### config.mk
export PLATFORM = sky130hd
export DESIGN_NAME = uart_tx_arbiter
export DESIGN_NICKNAME = d
export VERILOG_FILES = /design/src/rtl/uart_arb_pkg.sv /design/src/rtl/uart_tx_arbiter_rr_arbiter.sv /design/src/rtl/uart_tx_arbiter.sv
export SDC_FILE = /design/constraint.sdc
export NUM_CORES = 1
export LEC_CHECK = 0
export ABC_AREA = 1
export ABC_CLOCK_PERIOD_IN_PS = 3900
export CAP_MARGIN = 20
export CORE_AREA = 2 2 91 71
export CTS_CLUSTER_DIAMETER = 200
export DETAILED_ROUTE_END_ITERATION = 12
export DIE_AREA = 0 0 93 73
export DONT_BUFFER_PORTS = 1
export GPL_ROUTABILITY_DRIVEN = 0
export HOLD_SLACK_MARGIN = 0.02
export PLACE_DENSITY = 0.74
export SLEW_MARGIN = 10
export SYNTH_ARGS = -nofsm -noshare
export SYNTH_HDL_FRONTEND = slang
export SYNTH_HIERARCHICAL = 1
export SYNTH_SLANG_ARGS = --single-unit
### constraint.sdc
create_clock -name clock -period 3.9 [get_ports clock]
set_clock_uncertainty 0.15 [all_clocks]
set_input_delay 0.975 -clock clock [delete_from_list [all_inputs] [get_ports clock]]
set_output_delay 0.975 -clock clock [all_outputs]
set_load 0.03 [all_outputs]
### src/rtl/uart_arb_pkg.sv
// Shared types and helpers for the multi-requester UART transmitter.
package uart_arb_pkg;

  typedef enum logic [2:0] {
    IDLE  = 3'd0,
    START = 3'd1,
    DATA  = 3'd2,
    STOP  = 3'd3,
    HOLD  = 3'd4
  } state_e;

  localparam int FRAME_BITS = 10;
  localparam int DATA_BITS  = 8;

  // Never returns less than 1 so derived vectors are never zero-width.
  function automatic int clog2(input int value);
    int result;
    int v;
    result = 0;
    v      = value - 1;
    while (v > 0) begin
      result++;
      v = v >> 1;
    end
    if (result < 1) result = 1;
    return result;
  endfunction

endpackage

### src/rtl/uart_tx_arbiter_rr_arbiter.sv
// Combinational round-robin picker; when locked, only the lock holder can win.
module rr_arbiter
  import uart_arb_pkg::*;
#(
  parameter int N = 4,
  localparam int IDW = clog2(N)
) (
  input  logic [N-1:0]   req_i,
  input  logic [IDW-1:0] pointer_i,
  input  logic           lock_en_i,
  input  logic [IDW-1:0] lock_id_i,
  output logic [N-1:0]   gnt_o,
  output logic [IDW-1:0] gnt_id_o
);

  localparam logic [IDW:0] N_W = (IDW+1)'(N);

  logic [IDW:0] sum;
  logic         found;

  always_comb begin
    gnt_o    = '0;
    gnt_id_o = '0;
    sum      = '0;
    found    = 1'b0;
    if (lock_en_i) begin
      if (req_i[lock_id_i]) begin
        gnt_o[lock_id_i] = 1'b1;
        gnt_id_o         = lock_id_i;
      end
    end else begin
      // Scan from the pointer, wrapping modulo N, first valid wins.
      for (int k = 0; k < N; k++) begin
        sum = {1'b0, pointer_i} + (IDW+1)'(k);
        if (sum >= N_W) sum = sum - N_W;
        if (!found && req_i[sum[IDW-1:0]]) begin
          found                 = 1'b1;
          gnt_o[sum[IDW-1:0]]   = 1'b1;
          gnt_id_o              = sum[IDW-1:0];
        end
      end
    end
  end

endmodule

### src/rtl/uart_tx_arbiter.sv
// Round-robin arbiter in front of an 8N1 serializer sharing one UART TX pin.
// req_last=0 locks the grant so a multi-byte packet goes out uninterrupted.
module uart_tx_arbiter
  import uart_arb_pkg::*;
#(
  parameter int NUM_REQ      = 4,
  parameter int CLKS_PER_BIT = 868,
  parameter int LOCK_TIMEOUT = 4096,
  localparam int IDW = clog2(NUM_REQ)
) (
  input  logic                 clock,
  input  logic                 reset,
  input  logic [NUM_REQ-1:0]   req_valid,
  input  logic [8*NUM_REQ-1:0] req_data,
  input  logic [NUM_REQ-1:0]   req_last,
  output logic [NUM_REQ-1:0]   req_ready,
  output logic                 tx,
  output logic                 busy,
  output logic [IDW-1:0]       grant_id
);

  localparam int CW = clog2(CLKS_PER_BIT);
  localparam int TW = clog2(LOCK_TIMEOUT + 1);
  localparam logic [CW-1:0] CYC_LAST = CW'(CLKS_PER_BIT - 1);
  localparam logic [TW-1:0] TO_LAST  = TW'(LOCK_TIMEOUT);
  localparam logic [2:0]    BIT_LAST = 3'(DATA_BITS - 1);

  // Handshake: a byte transfers in any cycle where req_valid[i] and
  // req_ready[i] are both high; ready is only offered in IDLE or HOLD.
  state_e         state_q, state_d;
  logic [7:0]     shift_q, shift_d;
  logic [2:0]     bit_q, bit_d;
  logic [CW-1:0]  cyc_q, cyc_d;
  logic [TW-1:0]  to_q, to_d;
  logic           lock_q, lock_d;
  logic [IDW-1:0] grant_q, grant_d;
  logic [IDW-1:0] ptr_q, ptr_d;

  logic [NUM_REQ-1:0] arb_gnt;
  logic [IDW-1:0]     arb_id;
  logic [7:0]         data_arr [NUM_REQ];
  logic               bit_end;

  for (genvar g = 0; g < NUM_REQ; g++) begin : g_unpack
    assign data_arr[g] = req_data[8*g +: 8];
  end

  rr_arbiter #(.N(NUM_REQ)) u_arb (
    .req_i     (req_valid),
    .pointer_i (ptr_q),
    .lock_en_i (lock_q),
    .lock_id_i (grant_q),
    .gnt_o     (arb_gnt),
    .gnt_id_o  (arb_id)
  );

  assign bit_end = (cyc_q == CYC_LAST);

  always_ff @(posedge clock or posedge reset) begin
    if (reset) begin
      state_q <= IDLE;
      shift_q <= '0;
      bit_q   <= '0;
      cyc_q   <= '0;
      to_q    <= '0;
      lock_q  <= 1'b0;
      grant_q <= '0;
      ptr_q   <= '0;
    end else begin
      state_q <= state_d;
      shift_q <= shift_d;
      bit_q   <= bit_d;
      cyc_q   <= cyc_d;
      to_q    <= to_d;
      lock_q  <= lock_d;
      grant_q <= grant_d;
      ptr_q   <= ptr_d;
    end
  end

  always_comb begin
    state_d   = state_q;
    shift_d   = shift_q;
    bit_d     = bit_q;
    cyc_d     = cyc_q;
    to_d      = to_q;
    lock_d    = lock_q;
    grant_d   = grant_q;
    ptr_d     = ptr_q;
    req_ready = '0;
    case (state_q)
      IDLE, HOLD: begin
        req_ready = arb_gnt;
        if (|arb_gnt) begin
          shift_d = data_arr[arb_id];
          grant_d = arb_id;
          lock_d  = ~req_last[arb_id];
          ptr_d   = (arb_id == IDW'(NUM_REQ - 1)) ? '0 : arb_id + 1'b1;
          cyc_d   = '0;
          to_d    = '0;
          state_d = START;
        end else if (state_q == HOLD) begin
          to_d = to_q + 1'b1;
          if (to_d == TO_LAST) begin
            to_d    = '0;
            lock_d  = 1'b0;
            state_d = IDLE;
          end
        end
      end
      START: begin
        if (bit_end) begin
          cyc_d   = '0;
          bit_d   = '0;
          state_d = DATA;
        end else begin
          cyc_d = cyc_q + 1'b1;
        end
      end
      DATA: begin
        if (bit_end) begin
          cyc_d   = '0;
          shift_d = {1'b0, shift_q[7:1]};
          bit_d   = bit_q + 1'b1;
          if (bit_q == BIT_LAST) state_d = STOP;
        end else begin
          cyc_d = cyc_q + 1'b1;
        end
      end
      STOP: begin
        if (bit_end) begin
          cyc_d   = '0;
          to_d    = '0;
          state_d = lock_q ? HOLD : IDLE;
        end else begin
          cyc_d = cyc_q + 1'b1;
        end
      end
      default: state_d = IDLE;
    endcase
  end

  // Decoded straight from state so an async reset forces the line idle at once.
  always_comb begin
    tx = 1'b1;
    case (state_q)
      START:   tx = 1'b0;
      DATA:    tx = shift_q[0];
      default: tx = 1'b1;
    endcase
  end

  assign busy     = (state_q != IDLE) | lock_q;
  assign grant_id = grant_q;

endmodule

Word-level counts from Yosys, hierarchy flattened
Index checks and enable logic that the tools add are counted.
{"block": "word_totals", "regBits": 42, "input_bits": 42, "output_inout_bits": 8, "word_cells": 168}
{"block": "op_classes", "bitwise_logic": 6, "reduce_logical": 29, "n_lt_le_gt_ge": 16, "eq_ne": 15, "mux": 83, "addsub": 11}
{"operator": "two-way mux 13 bit", "count": 4}
{"operator": "two-way mux 4 bit", "count": 10}
{"operator": "two-way mux 8 bit", "count": 4}
{"operator": "two-way mux 2 bit", "count": 15}
{"operator": "two-way mux 3 bit", "count": 10}
{"operator": "case mux 13 bit (2 select lines)", "count": 1}
{"operator": "two-way mux 1 bit", "count": 20}
{"operator": "two-way mux 10 bit", "count": 2}
{"operator": "case mux 10 bit (2 select lines)", "count": 1}
{"operator": "< comparator 2 x 3 -> 1 bit, second input constant", "count": 6}
{"operator": "binary-select mux 8 bit (select 2 bit)", "count": 1}
{"operator": "case mux 8 bit (2 select lines)", "count": 1}
{"operator": "adder 13 x 1 -> 13 bit, second input constant", "count": 1}
{"operator": "equality test 13 bit, second input constant", "count": 1}
{"operator": "binary-select mux 1 bit (select 2 bit)", "count": 6}
{"operator": ">= comparator 3 bit, second input constant", "count": 4}
{"operator": "OR 4 bit", "count": 3}
{"operator": "case mux 3 bit (4 select lines)", "count": 1}
{"operator": "AND reduction 3 bit", "count": 4}
{"operator": "nonzero test 2 bit", "count": 6}
{"operator": "adder 10 x 1 -> 10 bit, second input constant", "count": 1}
{"operator": "demux 1 bit (select 2 bit)", "count": 5}
{"operator": "equality test 10 bit, second input constant", "count": 1}
{"operator": ">= comparator 2 x 1 -> 1 bit, second input constant", "count": 5}
{"operator": "other kinds (26)", "count": 47}

Longest topological paths before layout
Gate-level depths: netlist of run 1.
{"block": "depth", "word_depth": 25, "ltp_mapped": 21, "mapped_depth_nobuf": 20}

By module
Netlist of run 1, hierarchy kept.
{"module": "uart_tx_arbiter", "seq_area_each_um2": 1051.0, "area_per_inst_um2": 2829.0, "cells_each": 374, "n_inst": 1}
{"module": "rr_arbiter", "seq_area_each_um2": 0.0, "area_per_inst_um2": 600.6, "cells_each": 109, "n_inst": 1}

Least setup slack after synthesis of run 1
Ideal clock, no wire load.
{"block": "synth_timing", "path_type": "input to output", "startpoint": "input req_valid[1]", "endpoint": "output req_ready[3]", "path_stages": 11, "required_time_ns": 2.775, "path_buffers": 0, "setup_slack_ns": 0.568, "arrival_ns": 2.207, "cell_sequence": "inv_1 nand2_4 nand3_4 nand2_4 nor2_8 nand3_1 nand3_1 nand2_1 nand2_1 inv_1 nor2_1"}
{"block": "synth_via", "elab_chain_len": 17, "word_cells_on_any_way": 35}
{"item": "from (decl)", "line": "uart_tx_arbiter.sv:13", "text": "input logic [NUM_REQ-1:0] req_valid,"}
{"item": "binary-select mux 1 bit (select 2 bit)", "line": "uart_tx_arbiter_rr_arbiter.sv:36", "text": "if (!found && req_i[sum[IDW-1:0]]) begin"}
{"item": "two-way mux 1 bit (implied by the code)", "line": "uart_tx_arbiter_rr_arbiter.sv:36"}
{"item": "two-way mux 1 bit", "line": "uart_tx_arbiter_rr_arbiter.sv:36"}
{"item": "two-way mux 1 bit", "line": "uart_tx_arbiter_rr_arbiter.sv:26", "text": "if (lock_en_i) begin"}
{"item": "logical NOT 1 bit", "line": "uart_tx_arbiter_rr_arbiter.sv:36"}
{"item": "logical AND 1 bit", "line": "uart_tx_arbiter_rr_arbiter.sv:36"}
{"item": "two-way mux 1 bit", "line": "uart_tx_arbiter_rr_arbiter.sv:36"}
{"item": "two-way mux 1 bit", "line": "uart_tx_arbiter_rr_arbiter.sv:26"}
{"item": "(+2 left out)"}
{"item": "two-way mux 1 bit", "line": "uart_tx_arbiter_rr_arbiter.sv:36"}
{"item": "two-way mux 1 bit", "line": "uart_tx_arbiter_rr_arbiter.sv:26"}
{"item": "logical NOT 1 bit", "line": "uart_tx_arbiter_rr_arbiter.sv:36"}
{"item": "logical AND 1 bit", "line": "uart_tx_arbiter_rr_arbiter.sv:36"}
{"item": "two-way mux 4 bit", "line": "uart_tx_arbiter_rr_arbiter.sv:36"}
{"item": "two-way mux 4 bit *", "line": "uart_tx_arbiter_rr_arbiter.sv:26"}
{"item": "via arb_gnt[3]", "line": "uart_tx_arbiter.sv:39", "text": "logic [NUM_REQ-1:0] arb_gnt;"}
{"item": "two-way mux 4 bit *", "line": "uart_tx_arbiter.sv:91", "text": "case (state_q)"}
{"item": "to (decl)", "line": "uart_tx_arbiter.sv:16", "text": "output logic [NUM_REQ-1:0] req_ready,"}
Mark *: on every way through the listed nets, which the timed path passes. The rest lies on a longest branch. The select of a mux whose other input is x is not followed.

Worst setup path after layout of run 1
{"block": "layout_timing", "startpoint": "register ptr_q[1]", "endpoint": "output req_ready[2]"}
{"block": "layout_via", "elab_chain_len": 20, "word_cells_on_any_way": 71}
{"item": "from (decl)", "line": "uart_tx_arbiter.sv:37", "text": "logic [IDW-1:0] ptr_q, ptr_d;"}
{"item": "from (signal assigned)", "line": "uart_tx_arbiter.sv:77", "text": "ptr_q <= ptr_d;"}
{"item": "parallel branches: the longest is 17 deep, another holds adder 2 x 1 -> 3 bit"}
{"item": "two-way mux 4 bit *", "line": "uart_tx_arbiter_rr_arbiter.sv:36"}
{"item": "two-way mux 4 bit *", "line": "uart_tx_arbiter_rr_arbiter.sv:26"}
{"item": "via arb_gnt[2]", "line": "uart_tx_arbiter.sv:39"}
{"item": "two-way mux 4 bit *", "line": "uart_tx_arbiter.sv:91"}
Mark *: on every way through the listed nets, which the timed path passes. The select of a mux whose other input is x is not followed.

==> results of run 1 <==
## logic make-up after synthesis
family | Yosys count | synth area share, %
flip-flops | 42 | 30.6
AO/OA/AOI/OAI | 99 | 19.3
AND/OR/NAND/NOR | 254 | 36.3
buffers and inverters | 78 | 10.1
adder cells (fa/ha/maj) | 10 | 3.65
## path summary, 6_finish.rpt
kind / from / end / slack (ps) / cells after the start
max in group asynchronous: reset / grant_id[1]$_DFFE_PP0P_ / 2300 / 2
worst min-delay path: cyc_q[9]$_DFFE_PP0P_ / cyc_q[9]$_DFFE_PP0P_ / 350 / 1
worst max register to register: ptr_q[1]$_DFFE_PP0P_ / cyc_q[9]$_DFFE_PP0P_ / 730 / 18
worst min register to register: cyc_q[9]$_DFFE_PP0P_ / cyc_q[9]$_DFFE_PP0P_ / 350 / 1
min in group asynchronous: reset / cyc_q[8]$_DFFE_PP0P_ / 490 / 1
worst max-delay path: ptr_q[1]$_DFFE_PP0P_ / req_ready[2] / 480 / 13
## critical path, stage by stage, from the launching register on
cell and delay, ps:
sky130_fd_sc_hd__dfrtp_1 340, sky130_fd_sc_hd__inv_1 120, sky130_fd_sc_hd__ha_1 420, sky130_fd_sc_hd__inv_1 100, sky130_fd_sc_hd__nand3_1 90, sky130_fd_sc_hd__nand2_1 90
sky130_fd_sc_hd__nor2_2 210, sky130_fd_sc_hd__a21oi_1 120, sky130_fd_sc_hd__nand3_1 80, sky130_fd_sc_hd__nand2_1 50, sky130_fd_sc_hd__nand2_1 60, sky130_fd_sc_hd__inv_1 50
sky130_fd_sc_hd__nor2_1 100, sky130_fd_sc_hd__buf_4 170
## metrics by stage
stage                     setup WS (ps)  utilization, %  hold WS, ps
after global placement              574            58.4          323
after CTS                           477            60.1          349
after floorplan                     568               -          307
after detailed placement            507            58.4          330
after global routing                254            60.1          380
final                               476            60.1          346
## per-layer routing
layer	track usage [%]	routed length, um
met1	34.9	3830
met2	37.0	3270
met3	4.65	281
met4	5.56	85
met5	0	0
## layout make-up
type,instances,share of cell area [%]
repair buffers,10,2.08
flip-flops and latches,42,29.1
multi-input cells,363,56.2
well taps,81,2.81
clock buffers,7,2.11
clock inverters,1,0.831
inverters,66,6.86
## where the power goes
part | total (mW) | leakage, nW | internal, mW | switching [mW]
combinational | 0.0769 | 1.09 | 0.0230 | 0.0538
clock | 0.351 | 0.0524 | 0.192 | 0.159
sequential | 0.435 | 0.520 | 0.435 | 0
total | 0.862 | 1.66 | 0.650 | 0.213
## cell usage after synthesis (8+ instances only)
library cell / instances / area share (%)
sky130_fd_sc_hd__nor2_2: 11 / 2.0
sky130_fd_sc_hd__inv_2: 13 / 1.4
sky130_fd_sc_hd__o211ai_1: 8 / 1.8
sky130_fd_sc_hd__o21ai_0: 33 / 4.8
sky130_fd_sc_hd__nand2_2: 9 / 1.6
sky130_fd_sc_hd__ha_1: 10 / 3.6
sky130_fd_sc_hd__dfrtp_1: 42 / 31
sky130_fd_sc_hd__o22ai_2: 9 / 3.3
sky130_fd_sc_hd__o22ai_1: 8 / 1.5
sky130_fd_sc_hd__nor2_1: 42 / 4.6
sky130_fd_sc_hd__nand3_1: 40 / 5.8
sky130_fd_sc_hd__nand2_1: 114 / 12
sky130_fd_sc_hd__a21oi_1: 14 / 2.0
sky130_fd_sc_hd__inv_1: 52 / 5.7
sky130_fd_sc_hd__nor3_1: 8 / 1.2
## sequential cells by signal, summed over array words and instances, names as in the netlist
register,cells
bit_q,3
ptr_q,2
lock_q,1
cyc_q,10
state_q,3
grant_id,2
to_q,13
shift_q,8
==> flow_summary_export.csv, run 1 <==
group,metric,value,unit
place,total_placed_cells_including_tap_cells,562,
yosys,count_of_mapped_cells_out_of_synthesis,483,
yosys,synth.yosys.seq_area_share,30.6,%
power_and_ir_drop,power,0.862,mW
finish,area_used_by_multi_input_combinational_logic,2030,um2
yosys,count_of_flip_flops_with_a_built_in_enable_after_synthesis,0,
clocking,clock_sink_count,42,
routing,drc_violations_left,0,
place,placed_instance_area,3510,um2
power_and_ir_drop,power_density,239,nW/um2
yosys,syn-mean-instance-area,7.10,um2
clocking,cts-root-to-sink-buffers,2,
finish,layout.cells.most_common_list,"sky130_fd_sc_hd__nand2_1 (114), sky130_fd_sc_hd__inv_1 (52), sky130_fd_sc_hd__nor2_1 (42), sky130_fd_sc_hd__dfrtp_1 (42), sky130_fd_sc_hd__nand3_1 (40)",
timing,maxSlewHeadroom,55.2,%
finish,n_fill_cell,556,
die,ios,50,
global_routing,grt_antenna_before_repair,0,
clocking,cts_post_setup_buffers_inserted,0,
power_and_ir_drop,leak_pwr,1.66,nW
run,maxCapViolations,0,
global_routing,overflow,0,
clocking,cell_at_the_root_of_the_clock_tree,"sky130_fd_sc_hd__clkbuf_8",
die,die_w,93,um
yosys,synth.lib_cells_used.distinct,47,
timing,setup_total_negative_slack,0,ps
clocking,worst_setup_hold_path_clk_slew,80,ps
global_routing,vias_in_the_first_global_route,2915,
clocking,cts_tree,"yes",
clocking,h-tree-depth,2,
finish,fin_nets,540,
timing,setup_viol_count_final,0,
yosys,synth_nets,535,
routing,detailedRoute.firstIterationViolations,219,
finish,drive_above_1_share,16.6,%
die,floorplan.die.height,73,um
routing,dr_total_vias,3149,
routing,routed_via_density,5.52,
finish,area.sequential,1050,um2
timing,rsz0062_at_grt,"false",
clocking,hold_buffers,0,
hold_path,hold_path.class,"flop to flop",
global_routing,groute.usage.overall,23.9,%
finish,post-route-cell-area,3610,um2
die,initial_core_utilization,57.1,%
timing,finalCriticalPeriod,3420,ps
global_routing,grt_pass1_wl,13.2,mm
setup_path,worst_setup_path_start_kind,"flop",
place,post-dp-hpwl,5.65,mm
clocking,cts_resized,0,
outcome,status,"finished, final reports clean",
die,placementRows,25,
routing,wl,7.46,mm
timing,worst_slew_pin_slew,671,ps
setup_path,crit_path_end_kind,"primary output",
place,numPortBuffers,0,
die,core_area,6010,um2
global_routing,largest_net_degree_at_the_start_of_global_routing,25,
finish,syn2layout_area_growth,5.33,%
power_and_ir_drop,irDropWorstVdd,0.000153,V
timing,timing.final.hold_violations,0,
routing,wl_per_cell,13.1,um
routing,detailedRoute.firstPassIterationCount,4,
clocking,tritoncts.num_buffers,5,
routing,antenna_left,0,
setup_path,timing.critical_path.arrival,2300,ps
timing,highest_clock_rate,292,MHz
setup_path,required_arrival_time_at_the_worst_endpoint,2770,ps
timing,final_min_period_over_clock_period,87.8,%
yosys,synth_area,3430,um2
clocking,clock_latency,310,ps
finish,stdcell_count,570,
die,die-area,6790,um2
timing,report.final.slew_viol_count,0,
setup_path,critPathMaxFanout,5,
yosys,postSynth.topFlopCell,"sky130_fd_sc_hd__dfrtp_1",
yosys,async_reset_ff_share,100,%
yosys,yosysWarningCount,6,
finish,most_frequent_standard_cell_in_the_layout_excluding_fill_and_tap_cells,"sky130_fd_sc_hd__nand2_1",
setup_path,critical_path_class,"flop to primary output",
yosys,synth-seq-cells,42,
finish,diodes,0,
Note: power is estimated with default switching activity, not from simulation.
==> run 2, diff against run 1 <==
--- a/config.mk
+++ b/config.mk
@@ -6,7 +6,7 @@
 export NUM_CORES = 1
 export LEC_CHECK = 0
 export ABC_AREA = 1
-export ABC_CLOCK_PERIOD_IN_PS = 3900
+export ABC_CLOCK_PERIOD_IN_PS = 4000
 export CAP_MARGIN = 20
 export CORE_AREA = 2 2 91 71
 export CTS_CLUSTER_DIAMETER = 200
==> constraint.sdc (replaced) <==
create_clock -name clock -period 4 [get_ports clock]
set_clock_uncertainty 0.15 [all_clocks]
set_input_delay 1 -clock clock [delete_from_list [all_inputs] [get_ports clock]]
set_output_delay 1 -clock clock [all_outputs]
set_load 0.03 [all_outputs]
==> flow_summary_export.csv, run 2 (synthesis gave the netlist of run 1 again) <==
group,metric,value,unit
place,numPortBuffers,0,
die,initial_core_utilization,57.1,%
power_and_ir_drop,power_density,250,nW/um2
routing,detailedRoute.firstPassIterationCount,5,
setup_path,r2r_slack,510,ps
global_routing,largest_net_degree_at_the_start_of_global_routing,24,
hold_path,worstHoldStart,"cyc_q[9]$_DFFE_PP0P_",
run,maxCapViolations,0,
global_routing,vias_in_the_first_global_route,2868,
setup_path,timing.critical_path.arrival,2570,ps
timing,report.final.slew_viol_count,0,
finish,post-route-util,60.5,%
finish,regMostFlops,"to_q",
finish,drive_above_1_share,16.8,%
place,total_placed_cells_including_tap_cells,561,
setup_path,critical_path.reg2reg.endpoint,"cyc_q[9]$_DFFE_PP0P_",
global_routing,groute.usage.overall,23.5,%
routing,drc_violations_left,0,
finish,diodes,0,
clocking,cts-root-to-sink-buffers,2,
power_and_ir_drop,internal_power,0.697,mW
global_routing,grt_pass1_wl,13.0,mm
clocking,hold_buffers,0,
timing,worst_slew_pin_slew,770,ps
clocking,clock_latency,310,ps
routing,routed_via_density,5.64,
timing,rsz0062_at_grt,"false",
routing,wl_per_cell,13.4,um
routing,dr_total_vias,3210,
hold_path,worstHoldPathCells,1,
power_and_ir_drop,irDropWorstVdd,0.000164,V
finish,syn2layout_area_growth,6.02,%
finish,reg.largest.list,"to_q: 13 flops, cyc_q: 10 flops, shift_q: 8 flops",
die,placementRows,25,
timing,setup_viol_count_final,0,
timing,final_min_period_over_clock_period,93.0,%
timing,maxSlewHeadroom,48.6,%
power_and_ir_drop,power.share.clock,45.1,%
finish,largest_reg_flops,13,
timing,setup_total_negative_slack,0,ps
finish,layout.cells.most_common_list,"sky130_fd_sc_hd__nand2_1 (114), sky130_fd_sc_hd__inv_1 (52), sky130_fd_sc_hd__nor2_1 (42), sky130_fd_sc_hd__dfrtp_1 (42), sky130_fd_sc_hd__nand3_1 (40)",
setup_path,worst_setup_path_start_kind,"flop",
setup_path,critPathMaxFanout,7,
setup_path,critical_path_class,"flop to primary output",
clocking,cts_tree,"yes",
setup_path,required_arrival_time_at_the_worst_endpoint,2850,ps
die,die_w,93,um
power_and_ir_drop,switching_share,23.3,%
hold_path,hold_path.class,"flop to flop",
power_and_ir_drop,leak_pwr,1.67,nW
setup_path,regToRegStartpoint,"ptr_q[1]$_DFFE_PP0P_",
routing,detailedRoute.firstIterationViolations,172,
finish,n_fill_cell,556,
clocking,h-tree-depth,2,
die,core_area,6010,um2
clocking,worst_setup_hold_path_clk_slew,80,ps
outcome,status,"finished, final reports clean",
clocking,clock_sink_count,42,
clocking,cts_post_setup_buffers_inserted,0,
die,die-area,6790,um2
finish,stdcell_count,569,
clocking,tritoncts.num_buffers,5,
hold_path,whs_endpoint,"cyc_q[9]$_DFFE_PP0P_",
timing,timing.final.hold_violations,0,
die,ios,50,
clocking,cell_at_the_root_of_the_clock_tree,"sky130_fd_sc_hd__clkbuf_8",
setup_path,rr_worst_depth,18,
routing,wl,7.64,mm
clocking,cts_resized,0,
setup_path,crit_path_end_kind,"primary output",
timing,finalCriticalPeriod,3720,ps
global_routing,grt_antenna_before_repair,0,
power_and_ir_drop,power.share.sequential,46.7,%
global_routing,overflow,0,
finish,fin_nets,539,
routing,antenna_left,0,
power_and_ir_drop,power_switching,0.212,mW
timing,highest_clock_rate,269,MHz
place,post-dp-hpwl,5.73,mm
power_and_ir_drop,pwr-share-comb,8.2,%
finish,most_frequent_standard_cell_in_the_layout_excluding_fill_and_tap_cells,"sky130_fd_sc_hd__nand2_1",
die,floorplan.die.height,73,um
==> run 2: metrics by stage <==
step | instance area (um2) | total power, mW | worst slack, ps | hold slack, ps
2_1_floorplan | 3430 | 0.496 | 618 | 307
3_3_place_gp | 3500 | 0.506 | 645 | 324
3_5_place_dp | 3500 | 0.507 | 530 | 330
4_1_cts | 3640 | 0.919 | 274 | 350
5_1_grt | 3640 | 0.941 | 19.6 | 371
6_report | 3640 | 0.909 | 280 | 346
==> run 2: worst max path at each step <==
stage | startpoint | slack (ps) | end
3_3_place_gp | ptr_q[1]$_DFFE_PP0P_ | 650 | cyc_q[9]$_DFFE_PP0P_
2_1_floorplan | req_valid[1] | 620 | req_ready[3]
4_1_cts | ptr_q[1]$_DFFE_PP0P_ | 270 | req_ready[3]
3_5_place_dp | ptr_q[1]$_DFFE_PP0P_ | 530 | cyc_q[9]$_DFFE_PP0P_
5_1_grt | ptr_q[1]$_DFFE_PP0P_ | 20 | req_ready[3]
6_report | ptr_q[1]$_DFFE_PP0P_ | 280 | req_ready[3]
==> run 2: per-layer routing <==
| metal | vias to the layer above | wire, um | GRT usage (%) |
|---|---|---|---|
| li1 | 1620 | - | - |
| met1 | 1499 | 3770 | 33.7 |
| met2 | 82 | 3450 | 37.7 |
| met3 | 9 | 334 | 3.93 |
| met4 | 0 | 85 | 5.72 |
| met5 | - | 0 | 0 |
==> run 2: critical path, stage by stage, from the launching register on <==
cell and delay [ps]:
sky130_fd_sc_hd__dfrtp_1 520, sky130_fd_sc_hd__inv_1 200, sky130_fd_sc_hd__ha_1 430, sky130_fd_sc_hd__inv_1 100, sky130_fd_sc_hd__nand3_1 90, sky130_fd_sc_hd__nand2_1 90, sky130_fd_sc_hd__nor2_2 220, sky130_fd_sc_hd__a21oi_1 90
sky130_fd_sc_hd__nand3_1 80, sky130_fd_sc_hd__nand2_1 50, sky130_fd_sc_hd__nand2_1 60, sky130_fd_sc_hd__inv_1 50, sky130_fd_sc_hd__nor2_1 100, sky130_fd_sc_hd__buf_4 170
==> run 2: cell type report <==
| type | instances | area (um2) | area share, % |
|---|---|---|---|
| Clock buffer | 5 | 68.8 | 1.89 |
| Clock inverter | 3 | 68.8 | 1.89 |
| Inverter | 66 | 248 | 6.81 |
| Multi-Input combinational cell | 363 | 2030 | 55.8 |
| Sequential cell | 42 | 1050 | 28.9 |
| Tap cell | 81 | 101 | 2.79 |
| Timing Repair Buffer | 9 | 67.6 | 1.86 |
==> run 2: power by group through the flow <==
| stage | combinational [mW] | sequential [mW] | clock, mW |
|---|---|---|---|
| 2_1_floorplan | 0.0634 | 0.433 | 0 |
| 3_3_place_gp | 0.0731 | 0.433 | 0 |
| 3_5_place_dp | 0.0748 | 0.433 | 0 |
| 4_1_cts | 0.0750 | 0.424 | 0.420 |
| 5_1_grt | 0.0867 | 0.424 | 0.430 |
| 6_report | 0.0748 | 0.424 | 0.410 |
